<file path="src/rtl/fp_addsub_sched_if.sv">
// Bundle of requester, datapath and response signals around the shared fp add/sub scheduler.
// The scheduler uses the slave modport; requesters and the datapath together form the master side.
interface fp_addsub_sched_if #(
    parameter int P_WORD = 16,
    parameter int P_NREQ = 4
);
    logic                     cfg_en;
    logic [P_NREQ-1:0]        req_vld;
    logic [P_NREQ-1:0]        req_rdy;
    logic [P_NREQ*P_WORD-1:0] req_a;
    logic [P_NREQ*P_WORD-1:0] req_b;
    logic [P_NREQ-1:0]        req_op;
    logic [P_NREQ*3-1:0]      req_rnd;
    logic [P_WORD-1:0]        dp_a;
    logic [P_WORD-1:0]        dp_b;
    logic                     dp_op;
    logic [2:0]               dp_rnd;
    logic [P_WORD-1:0]        dp_z;
    logic [7:0]               dp_status;
    logic [P_NREQ-1:0]        rsp_vld;
    logic [P_WORD-1:0]        rsp_z;
    logic [7:0]               rsp_status;
    logic                     idle;

    modport master (
        output cfg_en, req_vld, req_a, req_b, req_op, req_rnd, dp_z, dp_status,
        input  req_rdy, dp_a, dp_b, dp_op, dp_rnd, rsp_vld, rsp_z, rsp_status, idle
    );

    modport slave (
        input  cfg_en, req_vld, req_a, req_b, req_op, req_rnd, dp_z, dp_status,
        output req_rdy, dp_a, dp_b, dp_op, dp_rnd, rsp_vld, rsp_z, rsp_status, idle
    );
endinterface

</file>
<file path="src/rtl/fp_addsub_sched.sv">
// Round-robin front end sharing one fixed-latency fp add/sub datapath among P_NREQ requesters.
// A requester tag travels beside the datapath so each result returns to its originator.
module fp_addsub_sched #(
    parameter int P_EXP  = 5,
    parameter int P_FRAC = 10,
    parameter int P_BIAS = 15,
    parameter int P_WORD = 1 + P_FRAC + P_EXP,
    parameter int P_NREQ = 4,
    parameter int P_LAT  = 2,
    parameter int P_TW   = $clog2(P_NREQ)
) (
    input  logic             clk,
    input  logic             rst,
    fp_addsub_sched_if.slave bus
);

    if (P_NREQ < 2 || P_NREQ > 8 || P_LAT < 0 || P_LAT > 8 || P_BIAS < 0) begin : g_param_check
        $error("fp_addsub_sched: parameter out of supported range");
    end

    logic [P_WORD-1:0] req_a_arr   [P_NREQ];
    logic [P_WORD-1:0] req_b_arr   [P_NREQ];
    logic [2:0]        req_rnd_arr [P_NREQ];

    for (genvar gi = 0; gi < P_NREQ; gi++) begin : g_unpack
        assign req_a_arr[gi]   = bus.req_a[gi*P_WORD +: P_WORD];
        assign req_b_arr[gi]   = bus.req_b[gi*P_WORD +: P_WORD];
        assign req_rnd_arr[gi] = bus.req_rnd[gi*3 +: 3];
    end

    logic [P_TW-1:0]   ptr_q, ptr_d;
    logic [P_WORD-1:0] dp_a_q, dp_a_d;
    logic [P_WORD-1:0] dp_b_q, dp_b_d;
    logic              dp_op_q, dp_op_d;
    logic [2:0]        dp_rnd_q, dp_rnd_d;
    logic              tag_vld_q [P_LAT+1];
    logic [P_TW-1:0]   tag_q     [P_LAT+1];
    logic [P_NREQ-1:0] rsp_vld_q, rsp_vld_d;
    logic [P_WORD-1:0] rsp_z_q, rsp_z_d;
    logic [7:0]        rsp_status_q, rsp_status_d;

    logic [P_TW-1:0]   gnt_idx;
    logic              gnt_found;
    logic [P_NREQ-1:0] gnt;
    logic              accept;
    logic              inflight;
    int                arb_cand;

    // Circular first-set search starting just after the last granted requester.
    always_comb begin
        gnt_found = 1'b0;
        gnt_idx   = ptr_q;
        arb_cand  = 0;
        for (int k = 1; k <= P_NREQ; k++) begin
            arb_cand = int'(ptr_q) + k;
            if (arb_cand >= P_NREQ) begin
                arb_cand = arb_cand - P_NREQ;
            end
            if (!gnt_found && bus.req_vld[P_TW'(arb_cand)]) begin
                gnt_found = 1'b1;
                gnt_idx   = P_TW'(arb_cand);
            end
        end
        gnt          = '0;
        gnt[gnt_idx] = gnt_found;
    end

    assign bus.req_rdy = gnt & {P_NREQ{bus.cfg_en & ~rst}};
    assign accept      = |(bus.req_vld & bus.req_rdy);

    always_comb begin
        ptr_d        = ptr_q;
        dp_a_d       = dp_a_q;
        dp_b_d       = dp_b_q;
        dp_op_d      = dp_op_q;
        dp_rnd_d     = dp_rnd_q;
        rsp_vld_d    = '0;
        rsp_z_d      = rsp_z_q;
        rsp_status_d = rsp_status_q;
        // Operand registers only move on an accept so the datapath inputs stay quiet otherwise.
        if (accept) begin
            ptr_d    = gnt_idx;
            dp_a_d   = req_a_arr[gnt_idx];
            dp_b_d   = req_b_arr[gnt_idx];
            dp_op_d  = bus.req_op[gnt_idx];
            dp_rnd_d = req_rnd_arr[gnt_idx];
        end
        if (tag_vld_q[P_LAT]) begin
            rsp_vld_d[tag_q[P_LAT]] = 1'b1;
            rsp_z_d                 = bus.dp_z;
            rsp_status_d            = bus.dp_status;
        end
    end

    always_ff @(posedge clk) begin
        if (rst) begin
            ptr_q        <= P_TW'(P_NREQ - 1);
            dp_a_q       <= '0;
            dp_b_q       <= '0;
            dp_op_q      <= 1'b0;
            dp_rnd_q     <= '0;
            rsp_vld_q    <= '0;
            rsp_z_q      <= '0;
            rsp_status_q <= '0;
            for (int s = 0; s <= P_LAT; s++) begin
                tag_vld_q[s] <= 1'b0;
                tag_q[s]     <= '0;
            end
        end else begin
            ptr_q        <= ptr_d;
            dp_a_q       <= dp_a_d;
            dp_b_q       <= dp_b_d;
            dp_op_q      <= dp_op_d;
            dp_rnd_q     <= dp_rnd_d;
            rsp_vld_q    <= rsp_vld_d;
            rsp_z_q      <= rsp_z_d;
            rsp_status_q <= rsp_status_d;
            tag_vld_q[0] <= accept;
            tag_q[0]     <= gnt_idx;
            for (int s = 1; s <= P_LAT; s++) begin
                tag_vld_q[s] <= tag_vld_q[s-1];
                tag_q[s]     <= tag_q[s-1];
            end
        end
    end

    always_comb begin
        inflight = 1'b0;
        for (int s = 0; s <= P_LAT; s++) begin
            inflight = inflight | tag_vld_q[s];
        end
    end

    assign bus.idle       = ~inflight & ~(|rsp_vld_q);
    assign bus.dp_a       = dp_a_q;
    assign bus.dp_b       = dp_b_q;
    assign bus.dp_op      = dp_op_q;
    assign bus.dp_rnd     = dp_rnd_q;
    assign bus.rsp_vld    = rsp_vld_q;
    assign bus.rsp_z      = rsp_z_q;
    assign bus.rsp_status = rsp_status_q;

endmodule

</file>
<file path="src/flat_wrapper.sv">
// flat-port wrapper written by rule: the top's interface ports become plain ports
module fp_addsub_sched_flat 
#(
    parameter int P_EXP  = 5,
    parameter int P_FRAC = 10,
    parameter int P_BIAS = 15,
    parameter int P_WORD = 1 + P_FRAC + P_EXP,
    parameter int P_NREQ = 4,
    parameter int P_LAT  = 2,
    parameter int P_TW   = $clog2(P_NREQ)
)
  (clk, rst, bus_cfg_en, bus_req_vld, bus_req_a, bus_req_b, bus_req_op, bus_req_rnd, bus_dp_z, bus_dp_status, bus_req_rdy, bus_dp_a, bus_dp_b, bus_dp_op, bus_dp_rnd, bus_rsp_vld, bus_rsp_z, bus_rsp_status, bus_idle);
  fp_addsub_sched_if #(.P_WORD(P_WORD), .P_NREQ(P_NREQ)) bus_i ();
  input  logic clk;
  input  logic rst;
  input wire logic [$bits(bus_i.cfg_en)-1:0] bus_cfg_en;
  input wire logic [$bits(bus_i.req_vld)-1:0] bus_req_vld;
  input wire logic [$bits(bus_i.req_a)-1:0] bus_req_a;
  input wire logic [$bits(bus_i.req_b)-1:0] bus_req_b;
  input wire logic [$bits(bus_i.req_op)-1:0] bus_req_op;
  input wire logic [$bits(bus_i.req_rnd)-1:0] bus_req_rnd;
  input wire logic [$bits(bus_i.dp_z)-1:0] bus_dp_z;
  input wire logic [$bits(bus_i.dp_status)-1:0] bus_dp_status;
  output wire logic [$bits(bus_i.req_rdy)-1:0] bus_req_rdy;
  output wire logic [$bits(bus_i.dp_a)-1:0] bus_dp_a;
  output wire logic [$bits(bus_i.dp_b)-1:0] bus_dp_b;
  output wire logic [$bits(bus_i.dp_op)-1:0] bus_dp_op;
  output wire logic [$bits(bus_i.dp_rnd)-1:0] bus_dp_rnd;
  output wire logic [$bits(bus_i.rsp_vld)-1:0] bus_rsp_vld;
  output wire logic [$bits(bus_i.rsp_z)-1:0] bus_rsp_z;
  output wire logic [$bits(bus_i.rsp_status)-1:0] bus_rsp_status;
  output wire logic [$bits(bus_i.idle)-1:0] bus_idle;
  assign bus_i.cfg_en = bus_cfg_en;
  assign bus_i.req_vld = bus_req_vld;
  assign bus_i.req_a = bus_req_a;
  assign bus_i.req_b = bus_req_b;
  assign bus_i.req_op = bus_req_op;
  assign bus_i.req_rnd = bus_req_rnd;
  assign bus_i.dp_z = bus_dp_z;
  assign bus_i.dp_status = bus_dp_status;
  assign bus_req_rdy = bus_i.req_rdy;
  assign bus_dp_a = bus_i.dp_a;
  assign bus_dp_b = bus_i.dp_b;
  assign bus_dp_op = bus_i.dp_op;
  assign bus_dp_rnd = bus_i.dp_rnd;
  assign bus_rsp_vld = bus_i.rsp_vld;
  assign bus_rsp_z = bus_i.rsp_z;
  assign bus_rsp_status = bus_i.rsp_status;
  assign bus_idle = bus_i.idle;
  fp_addsub_sched #(.P_EXP(P_EXP), .P_FRAC(P_FRAC), .P_BIAS(P_BIAS), .P_WORD(P_WORD), .P_NREQ(P_NREQ), .P_LAT(P_LAT), .P_TW(P_TW)) u_core (.clk(clk), .rst(rst), .bus(bus_i));
endmodule
</file>
<file path="config.mk">
export PLATFORM = sky130hd
export DESIGN_NAME = fp_addsub_sched_flat
export DESIGN_NICKNAME = d
export VERILOG_FILES = /design/src/rtl/fp_addsub_sched_if.sv /design/src/rtl/fp_addsub_sched.sv /design/src/flat_wrapper.sv
export SDC_FILE = /design/constraint.sdc
export NUM_CORES = 1
export LEC_CHECK = 0
export CORE_MARGIN = 2
export CORE_UTILIZATION = 35
export CTS_BUF_LIST = sky130_fd_sc_hd__clkbuf_16
export DETAILED_ROUTE_END_ITERATION = 7
export PLACE_DENSITY = 0.8
export SYNTH_ARGS = -nofsm -noshare
export SYNTH_HDL_FRONTEND = slang
export SYNTH_SLANG_ARGS = --single-unit
</file>
<file path="constraint.sdc">
create_clock -name clk -period 1.71 [get_ports clk]
set_input_delay 0.171 -clock clk [delete_from_list [all_inputs] [get_ports clk]]
set_output_delay 0.171 -clock clk [all_outputs]
set_load 0.01 [all_outputs]
</file>
==> impl_metrics.yaml <==
timing:
  finalHoldViolCount: 0
  relSlewSlack_pct: 51.4
  hold_slack_ps: 400
  worstMarginPinSlew_ps: 729
  skew_ps: 3.94
  fin_crit_ps: 1740
  finalSetupViolations: 13
  period_share_pct: 102
  rsz0062_at_grt: "yes"
  worst_slack_ps: -32.0
  slew_viol_final: 0
  fmax_mhz: 574
layout:
  drive_above_1_share_pct: 24.2
  nFillCells: 893
  synthToLayoutAreaGrowth_pct: 84.8
  layout_common_cells: "233 x clkdlybuf4s50_1, 73 x dfxtp_1, 50 x a211oi_2"
  mostFrequentLayoutCell: "clkdlybuf4s50_1"
  nNetsFinal: 847
  postLayoutCoreUtil_pct: 66.7
grt:
  grt_max_degree: 75
  gr-total-overflow: 0
  grtUsageTotal_pct: 21.4
  antenna_found_initial: 2
  grt_pass1_wl_um: 21900
  grt_pass1_vias: 4393
routing:
  viasPerCell: 5.25
  wl_met1_um: 5580
  highest_layer: "met5"
  routed-wl-met3_um: 1280
  wirelength_um: 14900
  first_pass_iters: 4
  dr_wl_met2_um: 7610
  num_vias: 4314
  drtAntennaViolNets: 0
  drc: 0
  routedWlPerCell_um: 18.1
  drtIter0Drc: 209
synthesis:
  yosys.area_share.simple_pct: 7.70
  ys_seq_area_share_pct: 36.3
  synthesis.nets: 600
  synthAdderAreaFrac_pct: 0
  synthesis.instances: 425
  synth_xor_area_share_pct: 0
  synth_warnings: 0
  mappedNetlistArea_um2: 4140
  synth_edf_count: 0
  synth_top_family_by_area: "compound AO/OA/AOI/OAI gates"
  synth_cell_types: 35
  synth_compound_area_share_pct: 32.0
  ys.flop_type: "dfxtp_1"
  ys_seq_elements: 75
  async_flop_share_pct: 0
  synth.avg_cell_area_um2: 9.74
  synth.mux.area_fraction_pct: 14.5
setup_path:
  crit_required_ps: 1920
  cp-start-kind: "flop"
  crit_type: "reg2reg"
  r2r-start: "u_core.ptr_q[1]"
  path_max_fanout: 10
  cp-startpoint: "u_core.ptr_q[1]"
  cp.arrival_ps: 1960
  worstSetupEndpointType: "flop"
  r2r_cells: 7
placement:
  io_buffers: 243
  detailed_place_hpwl_um: 10500
  globalplace.congestion: 0.764
cts:
  path_clk_slew_ps: 60
  htree_levels: 3
  cts_root_buffer: "clkbuf_16"
  hold_buffers: 0
  clock_latency_ps: 330
  cts_tree: "built"
  cts_buffers: 9
  cts.path.max_buffers: 2
  clkSinkCount: 75
worst_hold_path:
  hold_start: "rst"
  hp-class: "in2reg"
  worstHoldPathCells: 4
run_status:
  violations: "negative setup slack"
  status: "finished with violations"
floorplanning:
  initial_core_util_pct: 36.1
  design.core.area_um2: 11500
  fp.dieH_um: 113
  die_width_um: 113
  rows: 39
  ios: 244
  dieArea_um2: 12700
flow_run:
  cap_violations: 0
power_and_ir_drop:
  peakVddDrop_v: 0.000601
  total_power_mw: 5.47
  power_leakage_nw: 2.92
  p_per_area_nw_per_um2: 715
==> per-layer routing <==
metal  global-route usage (%)  up-vias
li1                         -     2047
met1                     24.0     2036
met2                     38.6      195
met3                     6.59       34
met4                     6.83        2
met5                        0        -
==> flip-flops by register name (all words and copies together), names as in the netlist <==
name,cells
u_core.tag_vld_q,3
u_core.bus.rsp_z,16
u_core.tag_q,6
u_core.bus.dp_b,16
u_core.bus.dp_rnd,3
u_core.bus.rsp_status,8
u_core.ptr_q,2
u_core.bus.dp_a,16
u_core.bus.dp_op,1
u_core.bus.rsp_vld,4
==> where the power goes <==
| group | internal (mW) | switching (mW) |
|---|---|---|
| Combinational | 0.984 | 0.728 |
| Clock | 1.12 | 0.743 |
| Sequential | 1.84 | 0.0525 |
| Total | 3.95 | 1.52 |
==> per-stage QoR <==
step | setup TNS, ps | instances | setup WS, ps | instance area, um2
CTS | -167 | 818 | -25.4 | 7230
global route | -1620 | 821 | -93.4 | 7650
finish | -227 | 821 | -32.0 | 7650
global placement | -14640 | 796 | -447 | 6780
detailed placement | -17190 | 796 | -478 | 6780
floorplan | 0 | 425 | 86.8 | 4140
==> critical path: stages (launching register included) <==
cell	delay (ps)
dfxtp_4	360
nand2b_1	140
a21o_1	230
and3_4	230
buf_12	160
clkbuf_16	180
a211oi_2	250
a211oi_2	70
==> cells by family after synthesis <==
group,count (synthesis)
flip-flops,75
AO/OA/AOI/OAI,151
AND/OR/NAND/NOR,58
buffers and inverters,81
multiplexers,60
==> synth_stat cells, types with 2 or more instances <==
library cell / number / area, um2
and3_1: 3 / 18.8
inv_1: 37 / 139
dfxtp_1: 75 / 1500
buf_1: 3 / 11.3
clkbuf_1: 18 / 67.6
nor2b_1: 7 / 43.8
buf_6: 3 / 33.8
nor4bb_1: 2 / 20.0
buf_2: 12 / 60.1
a211oi_1: 24 / 180
buf_8: 3 / 45.0
a21o_1: 2 / 15.0
nor2_1: 30 / 113
o21bai_1: 37 / 278
mux2i_1: 60 / 601
nand2_1: 2 / 7.51
a31oi_1: 37 / 231
buf_4: 4 / 30.0
nand2b_1: 3 / 18.8
a211oi_2: 48 / 601
==> area by class of cell <==
class,count,area (um2),area share (%)
antenna,1,2.50,0.0327
clock inverter,7,68.8,0.899
clock buffer,9,225,2.94
sequential,75,1510,19.7
inverter,37,139,1.81
tap,143,179,2.34
timing repair buffer,280,2870,37.5
multi-input combinational,269,2670,34.8
==> final timing paths <==
| kind | end | slack [ps] |
|---|---|---|
| hold reg to reg | u_core.tag_q[0][4] | 430 |
| setup / recovery | u_core.bus.dp_a[14] | -30 |
| setup reg to reg | u_core.bus.dp_a[14] | -30 |
| hold / removal | u_core.tag_vld_q[0][0] | 400 |
==> timing repair <==
action,in CTS,in global routing
pin swaps,11,39
endpoints found under the setup margin,42,42
resized for setup,44,74
cloned,2,2
setup buffers,4,0
(Power assumes the default switching activity.)
